File: src/rtl/chebyshev_sequencer.sv
// Sequences one Chebyshev evaluation: latches x, streams (x, c_k) pairs highest order first into
// the datapath, waits out its latency and captures the result.
module chebyshev_sequencer #(
  parameter int unsigned WL         = 4,
  parameter int unsigned CL         = 4,
  parameter int unsigned ORDER      = 4,
  parameter int unsigned DP_LATENCY = 2
) (
  input  logic                             clock,
  input  logic                             resetn,
  input  logic                             in_valid,
  output logic                             in_ready,
  input  logic signed [WL-1:0]             x_in,
  input  logic                             abort,
  input  logic                             coef_wr_en,
  input  logic [$clog2(ORDER+1)-1:0]       coef_wr_addr,
  input  logic signed [CL-1:0]             coef_wr_data,
  output logic                             coef_wr_err,
  output logic signed [WL-1:0]             dp_data_in,
  output logic signed [CL-1:0]             dp_coeff_in,
  output logic                             dp_valid,
  output logic                             dp_first,
  output logic                             dp_last,
  input  logic signed [WL-1:0]             dp_result,
  output logic signed [WL-1:0]             result,
  output logic                             result_valid,
  output logic                             busy
);

  localparam int unsigned AW = $clog2(ORDER + 1);
  localparam int unsigned LW = $clog2(DP_LATENCY + 1);
  localparam logic [AW-1:0] KMax    = AW'(ORDER);
  localparam logic [LW-1:0] LatInit = LW'(DP_LATENCY);

  typedef enum logic [1:0] {StIdle, StIssue, StDrain} state_e;

  state_e                state_q, state_d;
  logic [AW-1:0]         k_q, k_d;
  logic [LW-1:0]         cnt_q, cnt_d;
  logic signed [WL-1:0]  x_q, x_d;
  logic signed [CL-1:0]  coef_q [ORDER+1];
  logic signed [CL-1:0]  coef_d [ORDER+1];
  logic signed [CL-1:0]  dp_coeff_q, dp_coeff_d;
  logic                  dp_valid_q, dp_valid_d;
  logic                  dp_first_q, dp_first_d;
  logic                  dp_last_q, dp_last_d;
  logic signed [WL-1:0]  result_q, result_d;
  logic                  result_valid_q, result_valid_d;
  logic                  coef_wr_err_q, coef_wr_err_d;
  logic                  wr_ok;

  always_comb begin
    state_d        = state_q;
    k_d            = k_q;
    cnt_d          = cnt_q;
    x_d            = x_q;
    coef_d         = coef_q;
    dp_coeff_d     = dp_coeff_q;
    dp_valid_d     = dp_valid_q;
    dp_first_d     = dp_first_q;
    dp_last_d      = dp_last_q;
    result_d       = result_q;
    result_valid_d = 1'b0;

    wr_ok         = coef_wr_en && (state_q == StIdle) && (coef_wr_addr <= KMax);
    coef_wr_err_d = coef_wr_en && !wr_ok;
    if (wr_ok) begin
      coef_d[coef_wr_addr] = coef_wr_data;
    end

    unique case (state_q)
      StIdle: begin
        if (in_valid) begin
          state_d    = StIssue;
          x_d        = x_in;
          k_d        = KMax;
          // Read through coef_d so a same-cycle write to c_ORDER is used.
          dp_coeff_d = coef_d[KMax];
          dp_valid_d = 1'b1;
          dp_first_d = 1'b1;
          dp_last_d  = 1'b0;
        end
      end
      StIssue: begin
        dp_first_d = 1'b0;
        if (k_q == '0) begin
          state_d    = StDrain;
          cnt_d      = LatInit;
          dp_valid_d = 1'b0;
          dp_last_d  = 1'b0;
        end else begin
          k_d        = k_q - AW'(1);
          dp_coeff_d = coef_q[k_d];
          dp_last_d  = (k_d == '0);
        end
      end
      StDrain: begin
        if (cnt_q != '0) begin
          cnt_d = cnt_q - LW'(1);
          if (cnt_q == LW'(1)) begin
            result_d       = dp_result;
            result_valid_d = 1'b1;
          end
        end else begin
          state_d = StIdle;
        end
      end
      default: state_d = StIdle;
    endcase

    if (abort && (state_q != StIdle)) begin
      state_d        = StIdle;
      dp_valid_d     = 1'b0;
      dp_first_d     = 1'b0;
      dp_last_d      = 1'b0;
      result_d       = result_q;
      result_valid_d = 1'b0;
    end
  end

  always_ff @(posedge clock or negedge resetn) begin
    if (!resetn) begin
      state_q        <= StIdle;
      k_q            <= '0;
      cnt_q          <= '0;
      x_q            <= '0;
      coef_q         <= '{default: '0};
      dp_coeff_q     <= '0;
      dp_valid_q     <= 1'b0;
      dp_first_q     <= 1'b0;
      dp_last_q      <= 1'b0;
      result_q       <= '0;
      result_valid_q <= 1'b0;
      coef_wr_err_q  <= 1'b0;
    end else begin
      state_q        <= state_d;
      k_q            <= k_d;
      cnt_q          <= cnt_d;
      x_q            <= x_d;
      coef_q         <= coef_d;
      dp_coeff_q     <= dp_coeff_d;
      dp_valid_q     <= dp_valid_d;
      dp_first_q     <= dp_first_d;
      dp_last_q      <= dp_last_d;
      result_q       <= result_d;
      result_valid_q <= result_valid_d;
      coef_wr_err_q  <= coef_wr_err_d;
    end
  end

  assign in_ready     = (state_q == StIdle);
  assign busy         = (state_q != StIdle);
  assign dp_data_in   = x_q;
  assign dp_coeff_in  = dp_coeff_q;
  assign dp_valid     = dp_valid_q;
  assign dp_first     = dp_first_q;
  assign dp_last      = dp_last_q;
  assign result       = result_q;
  assign result_valid = result_valid_q;
  assign coef_wr_err  = coef_wr_err_q;

endmodule

File: config.mk
export PLATFORM = sky130hd
export DESIGN_NAME = chebyshev_sequencer
export DESIGN_NICKNAME = d
export VERILOG_FILES = /design/src/rtl/chebyshev_sequencer.sv
export SDC_FILE = /design/constraint.sdc
export NUM_CORES = 1
export LEC_CHECK = 0
export CAP_MARGIN = 20
export CORE_AREA = 3 3 72 67
export DETAILED_ROUTE_END_ITERATION = 10
export DIE_AREA = 0 0 75 70
export GPL_TIMING_DRIVEN = 0
export PLACE_DENSITY_LB_ADDON = 0.12
export SYNTH_ARGS = -nofsm -noshare
export SYNTH_HDL_FRONTEND = slang
export SYNTH_SLANG_ARGS = --single-unit
File: constraint.sdc
create_clock -name clock -period 3.15 [get_ports clock]
set_clock_uncertainty 0.2 [all_clocks]
set_input_delay 0.315 -clock clock [delete_from_list [all_inputs] [get_ports clock]]
set_output_delay 0.315 -clock clock [all_outputs]
set_load 0.1 [all_outputs]
==> impl_results.md <==
- Worst Hold Margin: 296 ps
- R2R cell count: 9
- Req. time, crit path: 2630 ps
- Reg power frac: 31.9%
- Post-CTS setup buffers: 0
- Most instantiated library cell after synthesis: dfrtp_1
- GRT Residual Overflow: 0
- Die Wd: 75 um
- First-pass GRT wire length: 7040 um
- Yosys warns: 0
- Number of CTS-inserted buffers: 5
- FFs w/ async S/R, synth: 100%
- Root buffer cell: clkbuf_8
- Peak supply drop: 0.789 mV
- Total wire length: 4280 um
- Setup crit end kind: output port
- Avg WL per Cell: 16.5 um
- Die Y: 70 um
- Simple-gate area share of the yosys netlist: 11.6%
- Post-synthesis sequential area ratio: 53.2%
- Final ANT Viol Nets: 0
- H-tree depth: 2
- Final setup TNS: 0 ps
- Critical Path Stages: 2
- Final Util: 64.0%
- Layout fillers: 318
- Power Density: 1060 nW/um^2
- Synth top area share: 53.2%
- Initial Util: 50.4%
- Number of global-route vias before repair: 1,487
- Leading area contributor after synthesis: dfrtp_1
- CP max stage cell: clkdlybuf4s50_1
- Post-Syn Area: 2070 sq um
- Vias: 1,494
- Synthesized area per cell: 12.6 sq um
- Multi-input gate area: 907 sq um
- Multiplexer share of the synthesized area: 19.8%
- Remaining DRCs: 0
- Pin count of the biggest net entering global routing: 27
- Startpoint types: flip-flop
- Max incr delay on CP: 1180 ps
- Final std cells w/o fill: 260
- Tightest slew margin relative to the limit: 33.1%
- Crit path max-delay family: buffers and inverters
- Crit path cell chain: nor2_2, clkdlybuf4s50_1
- Compound-Gate Fraction of Synth Area: 9.38%
- Placer Congestion: 0.733
- GRT Total Usage: 17.8%
- Dominant cells by area after synthesis: dfrtp_1 53%, mux2_2 15%, ha_1 3.0%
- Largest fanout on the critical path: 7
- Clk sinks: 44
- Sw Ratio: 47.0%
- WS Path Type: reg2out
- Area Overhead vs Synth: 27.0%
- Post-synthesis net count: 189
- Final setup margin: 487 ps
- Tmin final: 2660 ps
- Flops & latches, synth: 44
- Die area: 5250 sq um
- Placed Instance Area: 2520 sq um
- Final instance area: 2630 sq um
- Slew Limit Fails: 0
- Vias per cell: 5.75
- Final net count: 236
- # setup viols final: 0
- Cell Int Power: 1.48 mW
- Worst Tran Pin Value: 1000 ps
- Final number of hold-violating endpoints: 0
- Hold Crit Class: in2async
- Max frequency: 0.376 GHz
- RSZ-0062 raised after global routing: false
- CORE AREA: 4100 sq um
- PnR Total Power: 2.79 mW
- DP Worst Slack: 648 ps
- FP Rows: 22
- Largest family of logic cells by synthesized area: multiplexers
- Combinational power share: 55.0%
- Final period util: 84.5%
- Ports: 39
- Outcome: complete, no violations
- Worst Path Arrival: 2150 ps
- Buffers on Ports: 38
- Fraction of layout instances using a drive strength above 1: 25.0%
- Max-cap violations: 0
- Number of flops mapped to enable cells by yosys: 0
- Yosys cell types: 33
- Sequential Area: 1100 sq um
- Initial antenna violation count: 0
- Adder-cell share of the synthesized area: 3.02%
- Clock-pin slew on the worst setup and hold paths: 80 ps
- XOR/XNOR Fraction of Synth Area: 0%
- Placed cells: 251
- Crit path buf inv count: 1
- Most instantiated cells after synthesis: 44 x dfrtp_1, 28 x mux2_2, 10 x o21ai_0
- Antenna cells: 0
- Main flop type after synthesis: dfrtp_1
- CTS Buffer Depth: 2
- Final HPWL DP: 3270 um
- TritonCTS clock tree: done
- Synth Instances: 164
- Sw Pwr: 1.31 mW
- P_leak: 1.18 nW
- First-pass detailed-route iteration total: 4
- DR iter-0 viols: 130
- Clk_lat worst skew: 300 ps
- Part of the power in the clock network: 13.1%
==> state kept, by name, indices dropped and copies added, names as in the netlist <==
register / count
k_q: 3
result_valid: 1
result: 4
coef_wr_err: 1
dp_last: 1
dp_first: 1
coef_q: 20
dp_coeff_in: 4
cnt_q: 2
dp_valid: 1
state_q: 2
dp_data_in: 4
==> per-layer routing <==
layer	global-route usage [%]	up-vias	share of wire [%]
met5	0	-	0
met4	5.93	0	1.4
met3	5.61	5	5.7
met2	28.5	42	50
met1	22.4	763	42
li1	-	684	-
==> worst paths after layout <==
| path | from | end | slack, ps |
|---|---|---|---|
| max in group asynchronous | resetn | k_q[1]$_DFFE_PN0P_ | 1960 |
| hold reg to reg | dp_data_in[1]$_DFFE_PN0P_ | dp_data_in[1]$_DFFE_PN0P_ | 310 |
| setup reg to reg | k_q[0]$_DFFE_PN0P_ | dp_coeff_in[2]$_DFFE_PN0P_ | 640 |
| min in group clock | dp_data_in[1]$_DFFE_PN0P_ | dp_data_in[1]$_DFFE_PN0P_ | 310 |
| setup / recovery | state_q[0]$_DFFE_PN0P_ | in_ready | 490 |
| hold / removal | resetn | dp_valid$_DFFE_PN0P_ | 300 |
==> power groups by stage <==
stage / combinational, mW / sequential [mW] / clock, mW
final: 1.54 / 0.891 / 0.365
after global routing: 1.62 / 0.917 / 0.400
after CTS: 1.54 / 0.894 / 0.374
after detailed placement: 1.54 / 0.906 / 0
after global placement: 1.50 / 0.887 / 0
after floorplan: 0.688 / 1.37 / 0
==> kinds of logic (layout without fill, tap and decap cells) <==
| logic type | Yosys count | after routing |
|---|---|---|
| compound gates | 28 | 28 |
| fa+ha+maj | 5 | 5 |
| buf+inv | 14 | 62 |
| flops | 44 | 44 |
| mux | 35 | 35 |
| simple gates | 38 | 38 |
==> cells in the final DEF, fill, tap and decap left out, types with 2 or more instances in the layout <==
master | synthesis | final
o21ai_0 | 10 | 10
clkinv_2 | 0 | 2
nand2b_1 | 6 | 6
mux2_2 | 28 | 28
o221a_2 | 2 | 2
nand3_1 | 3 | 3
nand3b_1 | 4 | 4
a22o_1 | 2 | 2
clkdlybuf4s50_1 | 0 | 37
dfrtp_1 | 44 | 44
clkbuf_8 | 0 | 6
a221oi_1 | 2 | 2
inv_1 | 8 | 8
a21oi_1 | 3 | 3
nand2_1 | 5 | 5
mux4_2 | 2 | 2
buf_2 | 6 | 7
nor2b_1 | 6 | 6
nor2_1 | 7 | 7
a211o_1 | 2 | 2
mux2i_1 | 5 | 5
ha_1 | 5 | 5
==> final cells by class <==
type	count	share of cell area (%)
plain buffers	6	1.14
clock buffers	6	3.14
clock inverters	2	0.381
inverters	8	1.14
multi-input cells	106	34.5
flip-flops and latches	44	41.9
well taps	48	2.29
repair buffers	40	15.4
==> what timing repair did <==
item / 4_1_cts / 5_1_grt
resized for setup: 0 / 0
hold buffers: 1 / 0
hold endpoints to repair: 18 / 0
(Power assumes the default switching activity.)
==> RTL edit, RTL diff (config.mk and constraints unchanged) <==
Remove the register `coef_wr_err_q`: a continuous assignment takes its place, so the output `coef_wr_err` follows one clock earlier.
--- a/src/rtl/chebyshev_sequencer.sv
+++ b/src/rtl/chebyshev_sequencer.sv
@@ -131,7 +131,6 @@
       dp_last_q      <= 1'b0;
       result_q       <= '0;
       result_valid_q <= 1'b0;
-      coef_wr_err_q  <= 1'b0;
     end else begin
       state_q        <= state_d;
       k_q            <= k_d;
@@ -144,9 +143,10 @@
       dp_last_q      <= dp_last_d;
       result_q       <= result_d;
       result_valid_q <= result_valid_d;
-      coef_wr_err_q  <= coef_wr_err_d;
     end
   end
+
+  assign coef_wr_err_q = coef_wr_err_d;
 
   assign in_ready     = (state_q == StIdle);
   assign busy         = (state_q != StIdle);
Formal check against the unedited RTL: not equivalent (Yosys sat finds a counterexample within 4 cycles, from zero or initial values and one cycle with resetn low).
==> RTL edit against the original RTL <==
Wire length up 4.3%. Die area unchanged. Largest power group unchanged. Sequential cell count down 1. Power down 1.3%. Clock power down 7.4%. Final area down 1.4%. Worst setup slack worse by 160 ps. Synthesized area down 1.2%.
==> RTL edit: results (changes against the original RTL) <==
hpwl dp=3330 um (+1.9%); YS warnings=0 (unchanged); top cells by count, synth=43 x dfrtp_1, 28 x mux2_2, 10 x o21ai_0; Peak supply drop=0.801 mV (+1.5%); status=completed; Setup Buffers After CTS=0 (unchanged); Area contributors post-synth=dfrtp_1 53%, mux2_2 15%, ha_1 3.1%; Slowest cell on crit path=clkdlybuf4s50_1; Avg Vias per Cell=5.69 (-0.96%); share of cells above drive strength 1=0.242 (-0.00829); post-synthesis sequential area ratio=0.527 (-0.00573); Static Leak=0.00116 uW (-1.8%); placed cell count=250 (-0.40%); largest net degree at the start of global routing=35 (+30%); global-route wire length before repair=7240 um (+2.8%); CP max stage delay=1150 ps (-30 ps); Total Routing Usage GR=0.186 (+0.00795); CP arrival=2300 ps (+150 ps); Syn Nets=188 (-0.53%); fin. max-slew vios=0 (unchanged); drt total wl=4470 um (+4.3%); clk_lat worst skew=300 ps (about the same); vias in the first global route=1482 (-0.34%); RD Place Congestion=0.788 (+7.4%); mean routed wirelength per cell=17.2 um (+4.7%); worst-margin pin slew=985 ps (-15.3 ps); DRT iter0 DRCs=147 (+13%); Synth Instances=163 (-0.61%); crit path max fanout=5 (-2); IO Port Bufs=38 (unchanged); origin of the critical flop-to-flop path=k_q[0]$_DFFE_PN0P_; R2R Path End=dp_coeff_in[0]$_DFFE_PN0P_
==> RTL edit: power breakdown <==
part / internal, uW / switching [uW]
clock network: 156 / 182
registers: 765 / 117
logic: 526 / 1010
total: 1450 / 1310
==> RTL edit: logic make-up (layout without fill, tap and decap cells) <==
logic type | after synthesis | in the layout | synth area share
AOI/OAI and AO/OA | 28 | 28 | 0.0949
adders and majority gates | 5 | 5 | 0.0306
and+or+nand+nor | 38 | 38 | 0.118
DFF | 43 | 43 | 0.527
buffers and inverters | 14 | 62 | 0.0294
muxes | 35 | 35 | 0.201
==> RTL edit: timing repair <==
item,4_1_cts,5_1_grt
hold buffers,1,0
endpoints found under the hold margin,43,0
setup endpoints to repair,0,0
==> RTL edit: how the worst max path moves through the flow <==
stage / from / endpoint / slack [ps] / depth (start not counted)
floorplan: state_q[0]$_DFFE_PN0P_ / coef_wr_err / 420 / 2
global placement: coef_wr_addr[1] / coef_wr_err / 370 / 4
detailed placement: coef_wr_addr[2] / coef_wr_err / 330 / 4
CTS: coef_wr_addr[2] / coef_wr_err / 330 / 4
global route: coef_wr_addr[1] / coef_wr_err / 270 / 4
finish: coef_wr_addr[1] / coef_wr_err / 330 / 4
==> RTL edit: through the flow <==
step	hold WS [ps]	worst slack, ps	area, um2	total power (uW)	utilization
floorplan	-181	422	2040	2050	-
global placement	279	375	2480	2370	0.606
detailed placement	-0.841	333	2500	2420	0.609
CTS	217	328	2590	2760	0.631
global route	240	273	2590	2900	0.631
finish	214	330	2590	2760	0.631
==> RTL edit: area by class of cell <==
class	count	area (um2)	share of cell area
well taps	48	60.1	0.0232
flip-flops and latches	43	1080	0.415
multi-input cells	106	907	0.350
clock buffers	7	76.3	0.0295
inverters	8	30.0	0.0116
repair buffers	40	405	0.157
plain buffers	6	30.0	0.0116
clock inverters	1	5.00	0.00193
==> RTL edit: critical path, delay by kind of cell <==
| family | cells | cell delay, ps |
|---|---|---|
| buffers and inverters | 2 | 1710 |
| AOI/OAI and AO/OA | 2 | 280 |
==> RTL edit: layer usage <==
metal | track usage | share of wire
met1 | 0.245 | 0.43
met2 | 0.279 | 0.49
met3 | 0.0691 | 0.052
met4 | 0.0632 | 0.024
met5 | 0 | 0
